`config.mk`:
```
export PLATFORM = sky130hd
export DESIGN_NAME = eespfal_phase_sequencer_flat
export DESIGN_NICKNAME = d
export VERILOG_FILES = /design/src/rtl/eespfal_pkg.sv /design/src/rtl/eespfal_phase_sequencer_if.sv /design/src/rtl/eespfal_phase_timer.sv /design/src/rtl/eespfal_phase_sequencer.sv /design/src/flat_wrapper.sv
export SDC_FILE = /design/constraint.sdc
export NUM_CORES = 1
export LEC_CHECK = 0
export ABC_AREA = 1
export BUFFER_PORTS_ARGS = -buffer_cell sky130_fd_sc_hd__clkbuf_2
export CORE_UTILIZATION = 45
export CTS_CLUSTER_DIAMETER = 100
export DETAILED_ROUTE_END_ITERATION = 8
export PLACE_DENSITY = 0.74
export SYNTH_ARGS = -nofsm -noshare
export SYNTH_HDL_FRONTEND = slang
export SYNTH_SLANG_ARGS = --single-unit
```
`constraint.sdc`:
```
create_clock -name wb_clk_i -period 4.9 [get_ports wb_clk_i]
set_input_delay 0.49 -clock wb_clk_i [delete_from_list [all_inputs] [get_ports wb_clk_i]]
set_output_delay 0.49 -clock wb_clk_i [all_outputs]
set_load 0.1 [all_outputs]
```
`src/rtl/eespfal_pkg.sv`:
```
// rtl/eespfal_pkg.sv - shared types, defaults and helpers for the EESPFAL phase sequencer
package eespfal_pkg;

  localparam int BIT_SIZE_DEF = 4;
  localparam int CNT_W_DEF    = 8;

  // Null spacer level for all dual-rail data lines between evaluations.
  localparam logic SPACER = 1'b0;

  typedef enum logic [2:0] {
    ST_IDLE = 3'd0,
    ST_DIS  = 3'd1,
    ST_EVAL = 3'd2,
    ST_SAMP = 3'd3,
    ST_REC  = 3'd4,
    ST_RESP = 3'd5
  } state_t;

  function automatic int unsigned dur_clamp(input int unsigned dur);
    return (dur == 0) ? 1 : dur;
  endfunction

endpackage

```
`src/rtl/eespfal_phase_sequencer_if.sv`:
```
// rtl/eespfal_phase_sequencer_if.sv - request/response handshake bundle of the phase sequencer
interface eespfal_phase_sequencer_if
  import eespfal_pkg::*;
#(
  parameter int BIT_SIZE = BIT_SIZE_DEF,
  parameter int CNT_W    = CNT_W_DEF
);
  logic                req_valid;
  logic                req_ready;
  logic [BIT_SIZE-1:0] req_x;
  logic [BIT_SIZE-1:0] req_k;
  logic [CNT_W-1:0]    cfg_dis_cyc;
  logic [CNT_W-1:0]    cfg_eval_cyc;
  logic [CNT_W-1:0]    cfg_rec_cyc;
  logic                rsp_valid;
  logic                rsp_ready;
  logic [BIT_SIZE-1:0] rsp_s;
  logic                rsp_err;
  logic                busy;

  modport master (
    output req_valid, req_x, req_k, cfg_dis_cyc, cfg_eval_cyc, cfg_rec_cyc, rsp_ready,
    input  req_ready, rsp_valid, rsp_s, rsp_err, busy
  );

  modport slave (
    input  req_valid, req_x, req_k, cfg_dis_cyc, cfg_eval_cyc, cfg_rec_cyc, rsp_ready,
    output req_ready, rsp_valid, rsp_s, rsp_err, busy
  );
endinterface

```
`src/rtl/eespfal_phase_timer.sv`:
```
// rtl/eespfal_phase_timer.sv - loadable down-counter that flags the last cycle of a phase
module eespfal_phase_timer #(
  parameter int CNT_W = 8
) (
  input  logic             clk,
  input  logic             rst,
  input  logic             load,
  input  logic [CNT_W-1:0] load_val,
  output logic             done
);
  logic [CNT_W-1:0] cnt_q, cnt_d;

  // Saturates at zero so an idle timer never wraps back to a long count.
  always_comb begin
    cnt_d = cnt_q;
    if (load) begin
      cnt_d = load_val;
    end else if (cnt_q != '0) begin
      cnt_d = cnt_q - CNT_W'(1);
    end
  end

  always_ff @(posedge clk or posedge rst) begin
    if (rst) begin
      cnt_q <= '0;
    end else begin
      cnt_q <= cnt_d;
    end
  end

  assign done = (cnt_q == '0);
endmodule

```
`src/rtl/eespfal_phase_sequencer.sv`:
```
// rtl/eespfal_phase_sequencer.sv - discharge/evaluate/sample/recover sequencer for one EESPFAL lane
// Define EESPFAL_SYNC_EN to add a 2-flop synchronizer on lane_s/lane_s_bar and a 3-cycle sample phase.
module eespfal_phase_sequencer
  import eespfal_pkg::*;
#(
  parameter int BIT_SIZE = BIT_SIZE_DEF,
  parameter int CNT_W    = CNT_W_DEF
) (
  input  logic                     wb_clk_i,
  input  logic                     wb_rst_i,
  eespfal_phase_sequencer_if.slave bus,
  output logic [BIT_SIZE-1:0]      lane_clk,
  output logic [BIT_SIZE-1:0]      lane_dis,
  output logic                     lane_dis_phase,
  output logic [BIT_SIZE-1:0]      lane_x,
  output logic [BIT_SIZE-1:0]      lane_x_bar,
  output logic [BIT_SIZE-1:0]      lane_k,
  output logic [BIT_SIZE-1:0]      lane_k_bar,
  input  logic [BIT_SIZE-1:0]      lane_s,
  input  logic [BIT_SIZE-1:0]      lane_s_bar
);
`ifdef EESPFAL_SYNC_EN
  localparam int SAMP_CYC = 3;
`else
  localparam int SAMP_CYC = 1;
`endif

  function automatic logic [CNT_W-1:0] dur_m1(input logic [CNT_W-1:0] dur);
    return CNT_W'(dur_clamp(32'(dur)) - 1);
  endfunction

  state_t              state_q, state_d;
  logic [BIT_SIZE-1:0] x_q, x_d, k_q, k_d;
  logic [CNT_W-1:0]    eval_m1_q, eval_m1_d, rec_m1_q, rec_m1_d;
  logic                rsp_valid_q, rsp_valid_d;
  logic [BIT_SIZE-1:0] rsp_s_q, rsp_s_d;
  logic                rsp_err_q, rsp_err_d;
  logic [BIT_SIZE-1:0] lane_clk_q, lane_clk_d, lane_dis_q, lane_dis_d;
  logic                lane_dis_phase_q, lane_dis_phase_d;
  logic [BIT_SIZE-1:0] lane_x_q, lane_x_d, lane_x_bar_q, lane_x_bar_d;
  logic [BIT_SIZE-1:0] lane_k_q, lane_k_d, lane_k_bar_q, lane_k_bar_d;
  logic                tmr_load, tmr_done;
  logic [CNT_W-1:0]    tmr_val;
  logic [BIT_SIZE-1:0] s_cap, s_bar_cap;

`ifdef EESPFAL_SYNC_EN
  logic [BIT_SIZE-1:0] s_sync1_q, s_sync2_q, s_bar_sync1_q, s_bar_sync2_q;

  always_ff @(posedge wb_clk_i or posedge wb_rst_i) begin
    if (wb_rst_i) begin
      s_sync1_q     <= '0;
      s_sync2_q     <= '0;
      s_bar_sync1_q <= '0;
      s_bar_sync2_q <= '0;
    end else begin
      s_sync1_q     <= lane_s;
      s_sync2_q     <= s_sync1_q;
      s_bar_sync1_q <= lane_s_bar;
      s_bar_sync2_q <= s_bar_sync1_q;
    end
  end

  assign s_cap     = s_sync2_q;
  assign s_bar_cap = s_bar_sync2_q;
`else
  assign s_cap     = lane_s;
  assign s_bar_cap = lane_s_bar;
`endif

  eespfal_phase_timer #(.CNT_W(CNT_W)) u_timer (
    .clk      (wb_clk_i),
    .rst      (wb_rst_i),
    .load     (tmr_load),
    .load_val (tmr_val),
    .done     (tmr_done)
  );

  always_comb begin
    state_d   = state_q;
    x_d       = x_q;
    k_d       = k_q;
    eval_m1_d = eval_m1_q;
    rec_m1_d  = rec_m1_q;
    rsp_s_d   = rsp_s_q;
    rsp_err_d = rsp_err_q;
    tmr_load  = 1'b0;
    tmr_val   = '0;
    case (state_q)
      ST_IDLE: begin
        if (bus.req_valid) begin
          state_d   = ST_DIS;
          x_d       = bus.req_x;
          k_d       = bus.req_k;
          eval_m1_d = dur_m1(bus.cfg_eval_cyc);
          rec_m1_d  = dur_m1(bus.cfg_rec_cyc);
          tmr_load  = 1'b1;
          tmr_val   = dur_m1(bus.cfg_dis_cyc);
        end
      end
      ST_DIS: begin
        if (tmr_done) begin
          state_d  = ST_EVAL;
          tmr_load = 1'b1;
          tmr_val  = eval_m1_q;
        end
      end
      ST_EVAL: begin
        if (tmr_done) begin
          state_d  = ST_SAMP;
          tmr_load = 1'b1;
          tmr_val  = CNT_W'(SAMP_CYC - 1);
        end
      end
      ST_SAMP: begin
        if (tmr_done) begin
          state_d   = ST_REC;
          tmr_load  = 1'b1;
          tmr_val   = rec_m1_q;
          rsp_s_d   = s_cap;
          rsp_err_d = |(s_cap ~^ s_bar_cap);
        end
      end
      ST_REC: begin
        if (tmr_done) begin
          state_d = ST_RESP;
        end
      end
      ST_RESP: begin
        if (bus.rsp_ready) begin
          state_d = ST_IDLE;
        end
      end
      default: state_d = ST_IDLE;
    endcase
  end

  // Lane drive is decoded from the next state so the registered outputs line up with the state register.
  always_comb begin
    rsp_valid_d      = (state_d == ST_RESP);
    lane_clk_d       = '0;
    lane_dis_d       = '0;
    lane_dis_phase_d = 1'b0;
    lane_x_d         = {BIT_SIZE{SPACER}};
    lane_x_bar_d     = {BIT_SIZE{SPACER}};
    lane_k_d         = {BIT_SIZE{SPACER}};
    lane_k_bar_d     = {BIT_SIZE{SPACER}};
    case (state_d)
      ST_DIS: begin
        lane_dis_d       = '1;
        lane_dis_phase_d = 1'b1;
      end
      ST_EVAL, ST_SAMP: begin
        lane_clk_d   = '1;
        lane_x_d     = x_d;
        lane_x_bar_d = ~x_d;
        lane_k_d     = k_d;
        lane_k_bar_d = ~k_d;
      end
      default: ;
    endcase
  end

  always_ff @(posedge wb_clk_i or posedge wb_rst_i) begin
    if (wb_rst_i) begin
      state_q          <= ST_IDLE;
      x_q              <= '0;
      k_q              <= '0;
      eval_m1_q        <= '0;
      rec_m1_q         <= '0;
      rsp_valid_q      <= 1'b0;
      rsp_s_q          <= '0;
      rsp_err_q        <= 1'b0;
      lane_clk_q       <= '0;
      lane_dis_q       <= '0;
      lane_dis_phase_q <= 1'b0;
      lane_x_q         <= '0;
      lane_x_bar_q     <= '0;
      lane_k_q         <= '0;
      lane_k_bar_q     <= '0;
    end else begin
      state_q          <= state_d;
      x_q              <= x_d;
      k_q              <= k_d;
      eval_m1_q        <= eval_m1_d;
      rec_m1_q         <= rec_m1_d;
      rsp_valid_q      <= rsp_valid_d;
      rsp_s_q          <= rsp_s_d;
      rsp_err_q        <= rsp_err_d;
      lane_clk_q       <= lane_clk_d;
      lane_dis_q       <= lane_dis_d;
      lane_dis_phase_q <= lane_dis_phase_d;
      lane_x_q         <= lane_x_d;
      lane_x_bar_q     <= lane_x_bar_d;
      lane_k_q         <= lane_k_d;
      lane_k_bar_q     <= lane_k_bar_d;
    end
  end

  assign bus.req_ready  = (state_q == ST_IDLE);
  assign bus.busy       = (state_q != ST_IDLE);
  assign bus.rsp_valid  = rsp_valid_q;
  assign bus.rsp_s      = rsp_s_q;
  assign bus.rsp_err    = rsp_err_q;
  assign lane_clk       = lane_clk_q;
  assign lane_dis       = lane_dis_q;
  assign lane_dis_phase = lane_dis_phase_q;
  assign lane_x         = lane_x_q;
  assign lane_x_bar     = lane_x_bar_q;
  assign lane_k         = lane_k_q;
  assign lane_k_bar     = lane_k_bar_q;
endmodule

```
`src/flat_wrapper.sv`:
```
// flat-port wrapper written by rule: the top's interface ports become plain ports
module eespfal_phase_sequencer_flat import eespfal_pkg::*;
#(
  parameter int BIT_SIZE = BIT_SIZE_DEF,
  parameter int CNT_W    = CNT_W_DEF
)
  (wb_clk_i, wb_rst_i, lane_clk, lane_dis, lane_dis_phase, lane_x, lane_x_bar, lane_k, lane_k_bar, lane_s, lane_s_bar, bus_req_valid, bus_req_x, bus_req_k, bus_cfg_dis_cyc, bus_cfg_eval_cyc, bus_cfg_rec_cyc, bus_rsp_ready, bus_req_ready, bus_rsp_valid, bus_rsp_s, bus_rsp_err, bus_busy);
  eespfal_phase_sequencer_if #(.BIT_SIZE(BIT_SIZE), .CNT_W(CNT_W)) bus_i ();
  input  logic wb_clk_i;
  input  logic wb_rst_i;
  output logic [BIT_SIZE-1:0] lane_clk;
  output logic [BIT_SIZE-1:0] lane_dis;
  output logic lane_dis_phase;
  output logic [BIT_SIZE-1:0] lane_x;
  output logic [BIT_SIZE-1:0] lane_x_bar;
  output logic [BIT_SIZE-1:0] lane_k;
  output logic [BIT_SIZE-1:0] lane_k_bar;
  input  logic [BIT_SIZE-1:0] lane_s;
  input  logic [BIT_SIZE-1:0] lane_s_bar;
  input wire logic [$bits(bus_i.req_valid)-1:0] bus_req_valid;
  input wire logic [$bits(bus_i.req_x)-1:0] bus_req_x;
  input wire logic [$bits(bus_i.req_k)-1:0] bus_req_k;
  input wire logic [$bits(bus_i.cfg_dis_cyc)-1:0] bus_cfg_dis_cyc;
  input wire logic [$bits(bus_i.cfg_eval_cyc)-1:0] bus_cfg_eval_cyc;
  input wire logic [$bits(bus_i.cfg_rec_cyc)-1:0] bus_cfg_rec_cyc;
  input wire logic [$bits(bus_i.rsp_ready)-1:0] bus_rsp_ready;
  output wire logic [$bits(bus_i.req_ready)-1:0] bus_req_ready;
  output wire logic [$bits(bus_i.rsp_valid)-1:0] bus_rsp_valid;
  output wire logic [$bits(bus_i.rsp_s)-1:0] bus_rsp_s;
  output wire logic [$bits(bus_i.rsp_err)-1:0] bus_rsp_err;
  output wire logic [$bits(bus_i.busy)-1:0] bus_busy;
  assign bus_i.req_valid = bus_req_valid;
  assign bus_i.req_x = bus_req_x;
  assign bus_i.req_k = bus_req_k;
  assign bus_i.cfg_dis_cyc = bus_cfg_dis_cyc;
  assign bus_i.cfg_eval_cyc = bus_cfg_eval_cyc;
  assign bus_i.cfg_rec_cyc = bus_cfg_rec_cyc;
  assign bus_i.rsp_ready = bus_rsp_ready;
  assign bus_req_ready = bus_i.req_ready;
  assign bus_rsp_valid = bus_i.rsp_valid;
  assign bus_rsp_s = bus_i.rsp_s;
  assign bus_rsp_err = bus_i.rsp_err;
  assign bus_busy = bus_i.busy;
  eespfal_phase_sequencer #(.BIT_SIZE(BIT_SIZE), .CNT_W(CNT_W)) u_core (.wb_clk_i(wb_clk_i), .wb_rst_i(wb_rst_i), .bus(bus_i), .lane_clk(lane_clk), .lane_dis(lane_dis), .lane_dis_phase(lane_dis_phase), .lane_x(lane_x), .lane_x_bar(lane_x_bar), .lane_k(lane_k), .lane_k_bar(lane_k_bar), .lane_s(lane_s), .lane_s_bar(lane_s_bar));
endmodule
```
# Word-level counts from Yosys, hierarchy flattened
# Cells that the tools add are included.
# W data, S select, Z words.
totals:
  ff_bits: 66
  in_bits: 44
  output_inout_bits: 33
  wordCells: 75
op_classes:
  add_sub_neg: 4
  n_eq_ne: 9
  mux: 30
  bitwise_logic: 3
  n_reduce_logical: 13
op_table:
  columns: ["cell", "n"]
  rows:
  - ["$mux W8", 8]
  - ["$mux W4", 10]
  - ["$logic_not A8 Y1", 4]
  - ["$sub A8 B1 Y8 const B", 4]
  - ["$pmux W8 S3", 1]
  - ["$mux W3", 6]
  - ["$pmux W3 S6", 1]
  - ["$eq A3 B2 Y1 const B", 4]
  - ["$eq A3 B3 Y1 const B", 3]
  - ["$not A4 Y4", 2]
  - ["$reduce_bool A8 Y1", 1]
  - ["$eq A3 B1 Y1 const B", 2]
  - ["$reduce_and A2 Y1", 2]
  - ["$reduce_or A4 Y1", 1]
  - ["$xnor A4 B4 Y4", 1]
  - ["$logic_not A3 Y1", 1]
  - ["$mux W1", 3]
  - ["$reduce_bool A3 Y1", 1]
  - ["$reduce_or A3 Y1", 1]
  - ["$pmux W1 S2", 1]
  - ["$reduce_bool A2 Y1", 1]
  - ["$reduce_or A2 Y1", 1]

# Depth between registers and ports, before layout
# Gate-level depths: netlist of the first run.
logic_depth:
  word_depth: 6
  mapped_depth: 11
  depth_no_buf: 11

# Cells and area by module
# A second synthesis of the first run with hierarchy kept.
unflattened:
  hier_cells: 383
  hier_area_um2: 3100.5
modules_own_cells:
  columns: ["mod", "instances", "cells_per_inst", "area_per_inst_um2", "seq_area_each_um2"]
  rows:
  - ["eespfal_phase_sequencer", 1, 312, 2570.0, 1276.2]
  - ["eespfal_phase_timer", 1, 71, 530.5, 200.2]

# Worst setup path before layout of the first run
# No wires, ideal clock.
synth_timing:
  path_kind: "register to output"
  start: "register u_core.state_q[1]"
  end: "output port bus_req_ready"
  arrival_time_ps: 1512
  required_ps: 4410
  setup_slack_ps: 2898
  stages_incl_launch_ff: 4
  n_path_buf: 0
  path_cell_list: "dfrtp_1 nor2_2 nand2_4 inv_1"
synth_between:
  elab_chain_cells: 1
synth_rtl:
  columns: ["element", "line_no", "source"]
  rows:
  - ["start: declaration", "eespfal_phase_sequencer.sv:32", "state_t state_q, state_d;"]
  - ["start signal: assignment", "eespfal_phase_sequencer.sv:181", "state_q <= state_d;"]
  - ["$logic_not A3 Y1", "eespfal_phase_sequencer.sv:199", "assign bus.req_ready = (state_q == ST_IDLE);"]
  - ["end: declaration", "flat_wrapper.sv:27", "output wire logic [$bits(bus_i.req_ready)-1:0] bus_req_ready;"]
# Every way passes these cells.

# Final worst setup path of the first run
# Same ends and word-level chain as after synthesis.

==> results_dict.tcl, run 1 <==
set metrics [dict create \
    worst_pin_slew_ns 0.738 \
    numClockSinks 59 \
    cts_tree "built" \
    track_usage 0.190 \
    critPathLaunchType "flip-flop" \
    detail_route.wl_per_cell_microns 11.4 \
    finalCriticalPeriod_ns 2.07 \
    yosysSeqAreaShare 0.460 \
    grt_pass1_wl_microns 11100 \
    root_buffer "clkbuf_8" \
    drv_cap 0 \
    slew_violations 0 \
    syn_nets 444 \
    dpl.hpwl_microns 4760 \
    numCtsBuffers 9 \
    antennaDiodeCount 0 \
    syn_inst 395 \
    clockBufferDepth 2 \
    setup_viol 0 \
    path_clk_slew_ns 0.08 \
    hold_viol_final 0 \
    antenna_found_initial 0 \
    worstReg2RegEnd "u_core.bus.rsp_s[3]" \
    cts_setup_buffers 0 \
    fin_skew_ns 0.0118 \
    critical_path_required_ns 4.41 \
    vias_per_cell 4.74 \
    post-place-ws_ns 2.89 \
    drtIter0Drc 174 \
    clk_latency_ns 0.34 \
    postRouteAntennaNets 0 \
    initial_core_util 0.470 \
    ios 77 \
    max_freq_mhz 482 \
    maxSlewHeadroom 0.508 \
    die-area_sq_um 7480 \
    htreeDepth 3 \
    setup_slack_ns 2.83 \
    placed_cells 552 \
    r2r_setup_slack_ns 2.92 \
    finalNonFillerCells 568 \
    rsz0062_at_grt "false" \
    hold_buffers 0 \
    firstDrtPassIters 4 \
    r2r-start "u_core.u_timer.cnt_q[0]" \
    die_w_microns 86.5 \
    port_buffers 76 \
    routabilityCongestion 0.886 \
    drc 0 \
    die_h_microns 86.5 \
    worstPathArrival_ns 1.58 \
    holdCritPathClass "input port to async pin" \
    totalWireLength_microns 6490 \
    syn_area_sq_um 3210 \
    fp.coreArea_sq_um 6830 \
    grt_max_degree 60 \
    vias 2694 \
    ys_types 36 \
    cp-end-kind "primary output" \
    synth_edf_count 0 \
    layout.nets 516 \
    status "finished clean" \
    ctsResizeCount 0 \
    grt-ovfl-total 0 \
    synth-seq-cells 59 \
    r2r_cells 9 \
    syn_to_final_growth_pct 18.1 \
    async_reset_ff_frac 1.00 \
    fin_crit_sh 0.423 \
    fill_cells 697 \
    grt_pass1_vias 2559 \
    yosys_warnings 0 \
    rows 30 \
    synth_ff_type "dfrtp_1" \
    crit_fanout 6 \
    drive_gt1_frac 0.275 \
    syn_area_per_cell_sq_um 8.13 \
    critical_path_class "flip-flop to primary output" \
    fin_setup_tns_ns 0 \
]
-- registers in the layout, indices dropped and copies added (netlist names), 3 cells and up --
register / cells
u_core.state_q: 3
u_core.lane_x: 4
u_core.eval_m1_q: 8
u_core.x_q: 4
u_core.lane_k_bar: 4
u_core.k_q: 4
u_core.u_timer.cnt_q: 8
u_core.lane_k: 4
u_core.bus.rsp_s: 4
u_core.lane_x_bar: 4
u_core.rec_m1_q: 8
-- cells in the mapped netlist, drive strengths merged (3+ instances only) --
cell type | count | area (sq um)
nand2 | 86 | 333
dfrtp | 59 | 1480
inv | 58 | 220
nor2 | 54 | 246
nand3 | 44 | 225
o21ai | 26 | 160
buf | 16 | 151
or2 | 10 | 62.6
a21oi | 9 | 52.6
xor2 | 8 | 70.1
nand4 | 6 | 37.5
ha | 5 | 62.6
xnor2 | 4 | 35.0
o211ai | 3 | 27.5
-- stage by stage --
stage | utilization | hold WS (ns) | instance area (sq um)
6_report | 0.555 | 0.334 | 3790
5_1_grt | 0.555 | 0.379 | 3790
4_1_cts | 0.555 | 0.358 | 3790
3_5_place_dp | 0.522 | 0.468 | 3570
3_3_place_gp | 0.522 | 0.467 | 3570
2_1_floorplan | - | 0.450 | 3210
-- cells by family (layout without fill, tap and decap cells) --
group,count (synthesis),count (layout),synth area share
adders and majority gates,5,5,0.0195
DFF,59,59,0.460
buffers and inverters,74,151,0.116
and+or+nand+nor,205,205,0.293
AOI/OAI and AO/OA,40,40,0.0795
xor gates and xnor gates,12,12,0.0327
-- cells in the final DEF (no fill, tap or decap), types with 6 or more instances in the layout --
cell,n
clkbuf_2,76
or2_1,7
clkbuf_8,9
nand3_1,43
nand2_1,84
o21ai_0,7
nand4_1,6
xor2_1,8
o21ai_1,11
a21oi_1,7
nor2_1,46
dfrtp_1,59
inv_2,10
o21ai_2,8
inv_1,47
-- final cells by class --
| class | instances | area, sq um | share of cell area |
|---|---|---|---|
| Clock buffer | 9 | 124 | 0.0327 |
| Clock inverter | 7 | 100 | 0.0264 |
| Inverter | 58 | 220 | 0.0581 |
| Multi-Input combinational cell | 262 | 1360 | 0.359 |
| Sequential cell | 59 | 1480 | 0.389 |
| Tap cell | 96 | 120 | 0.0317 |
| Timing Repair Buffer | 77 | 388 | 0.102 |
-- how the worst max path moves through the flow --
stage               slack, ns               startpoint                       to  depth (start not counted)
floorplan                2.90        u_core.state_q[1]            bus_req_ready                          3
global placement         2.97  u_core.u_timer.cnt_q[0]       u_core.bus.rsp_err                          9
detailed placement       2.89       bus_cfg_dis_cyc[2]  u_core.u_timer.cnt_q[4]                         12
CTS                      2.81        u_core.state_q[1]            bus_req_ready                          4
global route             2.70  u_core.u_timer.cnt_q[0]     u_core.lane_k_bar[0]                          8
finish                   2.83        u_core.state_q[1]            bus_req_ready                          4
-- metal layers --
metal,global-route usage,up-vias,share of wire
li1,-,1389,-
met1,0.233,1233,0.46
met2,0.320,64,0.49
met3,0.0343,8,0.035
met4,0.103,0,0.016
met5,0,-,0
-- critical path: stages (launching register included) --
cell	delay, ns
dfrtp_1	0.45
nor2_2	0.20
nand2_4	0.10
inv_1	0.06
clkbuf_2	0.44
Power of run 1 is left out: the tool's default activity adds up to more than one toggle a clock period on the data nets, which glitch-free logic cannot reach.
==> inputs of run 2 (changes only) <==
--- a/config.mk
+++ b/config.mk
@@ -10,7 +10,7 @@
 export CORE_UTILIZATION = 45
 export CTS_CLUSTER_DIAMETER = 100
 export DETAILED_ROUTE_END_ITERATION = 8
-export PLACE_DENSITY = 0.74
+export PLACE_DENSITY = 0.77
 export SYNTH_ARGS = -nofsm -noshare
 export SYNTH_HDL_FRONTEND = slang
 export SYNTH_SLANG_ARGS = --single-unit
==> constraint.sdc (replaced) <==
create_clock -name wb_clk_i -period 1.9 [get_ports wb_clk_i]
set_input_delay 0.19 -clock wb_clk_i [delete_from_list [all_inputs] [get_ports wb_clk_i]]
set_output_delay 0.19 -clock wb_clk_i [all_outputs]
set_load 0.1 [all_outputs]
==> results_dict.tcl, run 2 (same netlist as run 1, synthesis figures left out) <==
set metrics [dict create \
    clockBufferDepth 2 \
    track_usage 0.197 \
    initial_core_util 0.470 \
    antenna_found_initial 0 \
    max_freq_mhz 554 \
    drv_cap 0 \
    rsz0062_at_grt "true" \
    cp-end-kind "primary output" \
    finalCriticalPeriod_ns 1.81 \
    mostFrequentLayoutCells "nand2_1 (84), clkbuf_2 (76), dfrtp_1 (59)" \
    fin_skew_ns 0.00583 \
    antennaDiodeCount 0 \
    detail_route.wl_per_cell_microns 11.6 \
    fin_crit_sh 0.950 \
    drc 0 \
    grt-ovfl-total 0 \
    path_clk_slew_ns 0.06 \
    worst_pin_slew_ns 0.546 \
    cp.buffers_inverters 2 \
    grt_max_degree 60 \
    r2r_setup_slack_ns 0.19 \
    vias 2729 \
    totalWireLength_microns 6640 \
    routabilityCongestion 0.836 \
    r2r_cells 8 \
    critical_path_required_ns 1.71 \
    worstPathCellList "nor2_2 > nand2_4 > inv_1 > clkbuf_2" \
    die-area_sq_um 7480 \
    critPathLaunchType "flip-flop" \
    hold_viol_final 0 \
    largest_registers "u_core.eval_m1_q x8, u_core.rec_m1_q x8, u_core.u_timer.cnt_q x8" \
    worstPathArrival_ns 1.62 \
    fin_setup_tns_ns 0 \
    slew_violations 0 \
    drive_gt1_frac 0.277 \
    hold_depth 3 \
    holdCritPathClass "input port to flip-flop" \
    layout_commonest_cell "nand2_1" \
    cts_tree "built" \
    syn_to_final_growth_pct 19.6 \
    critical_path_class "flip-flop to primary output" \
    port_buffers 76 \
    crit_family "buffers and inverters" \
    crit_fanout 6 \
    die_w_microns 86.5 \
    dpl.hpwl_microns 4870 \
    cp_num_cells 4 \
    htreeDepth 3 \
    firstDrtPassIters 4 \
    clk_latency_ns 0.34 \
    grt_pass1_vias 2579 \
    rows 30 \
    grt_pass1_wl_microns 11300 \
    slowest_stage "dfrtp_1" \
    layout.nets 520 \
    ios 77 \
    status "finished clean" \
    numCtsBuffers 9 \
    die_h_microns 86.5 \
    postRouteAntennaNets 0 \
    root_buffer "clkbuf_8" \
    fp.coreArea_sq_um 6830 \
    vias_per_cell 4.77 \
    maxSlewHeadroom 0.638 \
    slowest_delay_ns 0.45 \
    drtIter0Drc 154 \
    numClockSinks 59 \
    setup_viol 0 \
]
## run 2: changes by cell type in the layout (fill, tap and decap cells not counted)
cell,change
buf_12,+1
buf_4,+2
clkbuf_1,+1
clkbuf_8,+2
clkinv_4,-3
clkinvlp_4,+1
dlygate4sd3_1,+1
inv_6,-1
## run 2: cell type report
| cell class | instances | area [sq um] |
|---|---|---|
| fill | 633 | 2990 |
| sequential | 59 | 1480 |
| multi-input combinational | 262 | 1360 |
| timing repair buffer | 81 | 433 |
| inverter | 58 | 220 |
| clock buffer | 12 | 155 |
| tap | 96 | 120 |
| clock inverter | 4 | 72.6 |
## run 2: worst paths after layout
kind                                          from                    to
setup / recovery                 u_core.state_q[1]         bus_req_ready
hold / removal                           lane_s[1]   u_core.bus.rsp_s[1]
setup reg to reg           u_core.u_timer.cnt_q[0]  u_core.lane_k_bar[2]
hold reg to reg                u_core.bus.rsp_s[3]   u_core.bus.rsp_s[3]
max in group asynchronous                 wb_rst_i      u_core.lane_x[1]
min in group asynchronous                 wb_rst_i         u_core.x_q[3]
## run 2: metrics by stage
stage          hold slack, ns   util  setup WS, ns  cell area (sq um)  cells
2_1_floorplan           0.307      -         0.198               3210    395
3_5_place_dp            0.254  0.526         0.198               3590    554
5_1_grt                0.0784  0.562       -0.0311               3840    572
3_3_place_gp            0.255  0.526         0.254               3590    554
4_1_cts                0.0667  0.561        0.0835               3830    571
6_report               0.0815  0.562        0.0950               3840    572
## run 2: routing by layer
layer | track usage | wire [microns] | vias up
met5 | 0 | 0 | -
met4 | 0.103 | 111 | 0
met3 | 0.0438 | 268 | 12
met2 | 0.328 | 3370 | 70
met1 | 0.239 | 2890 | 1254
li1 | - | - | 1393
## run 2: what timing repair did
item,4_1_cts,5_1_grt
hold buffers,1,0
endpoints found under the setup margin,0,15
setup buffers,0,1
endpoints found under the hold margin,59,0
gates resized for setup,0,0
## run 2: worst register-to-register path: stages, from the launching register on
cell	delay, ns
dfrtp_1	0.38
inv_1	0.13
ha_1	0.16
nand3_1	0.11
nor2_4	0.19
nand2_1	0.09
nand2_1	0.08
nand3_2	0.29
nor2_1	0.21
Power of run 2 is left out for the same reason.
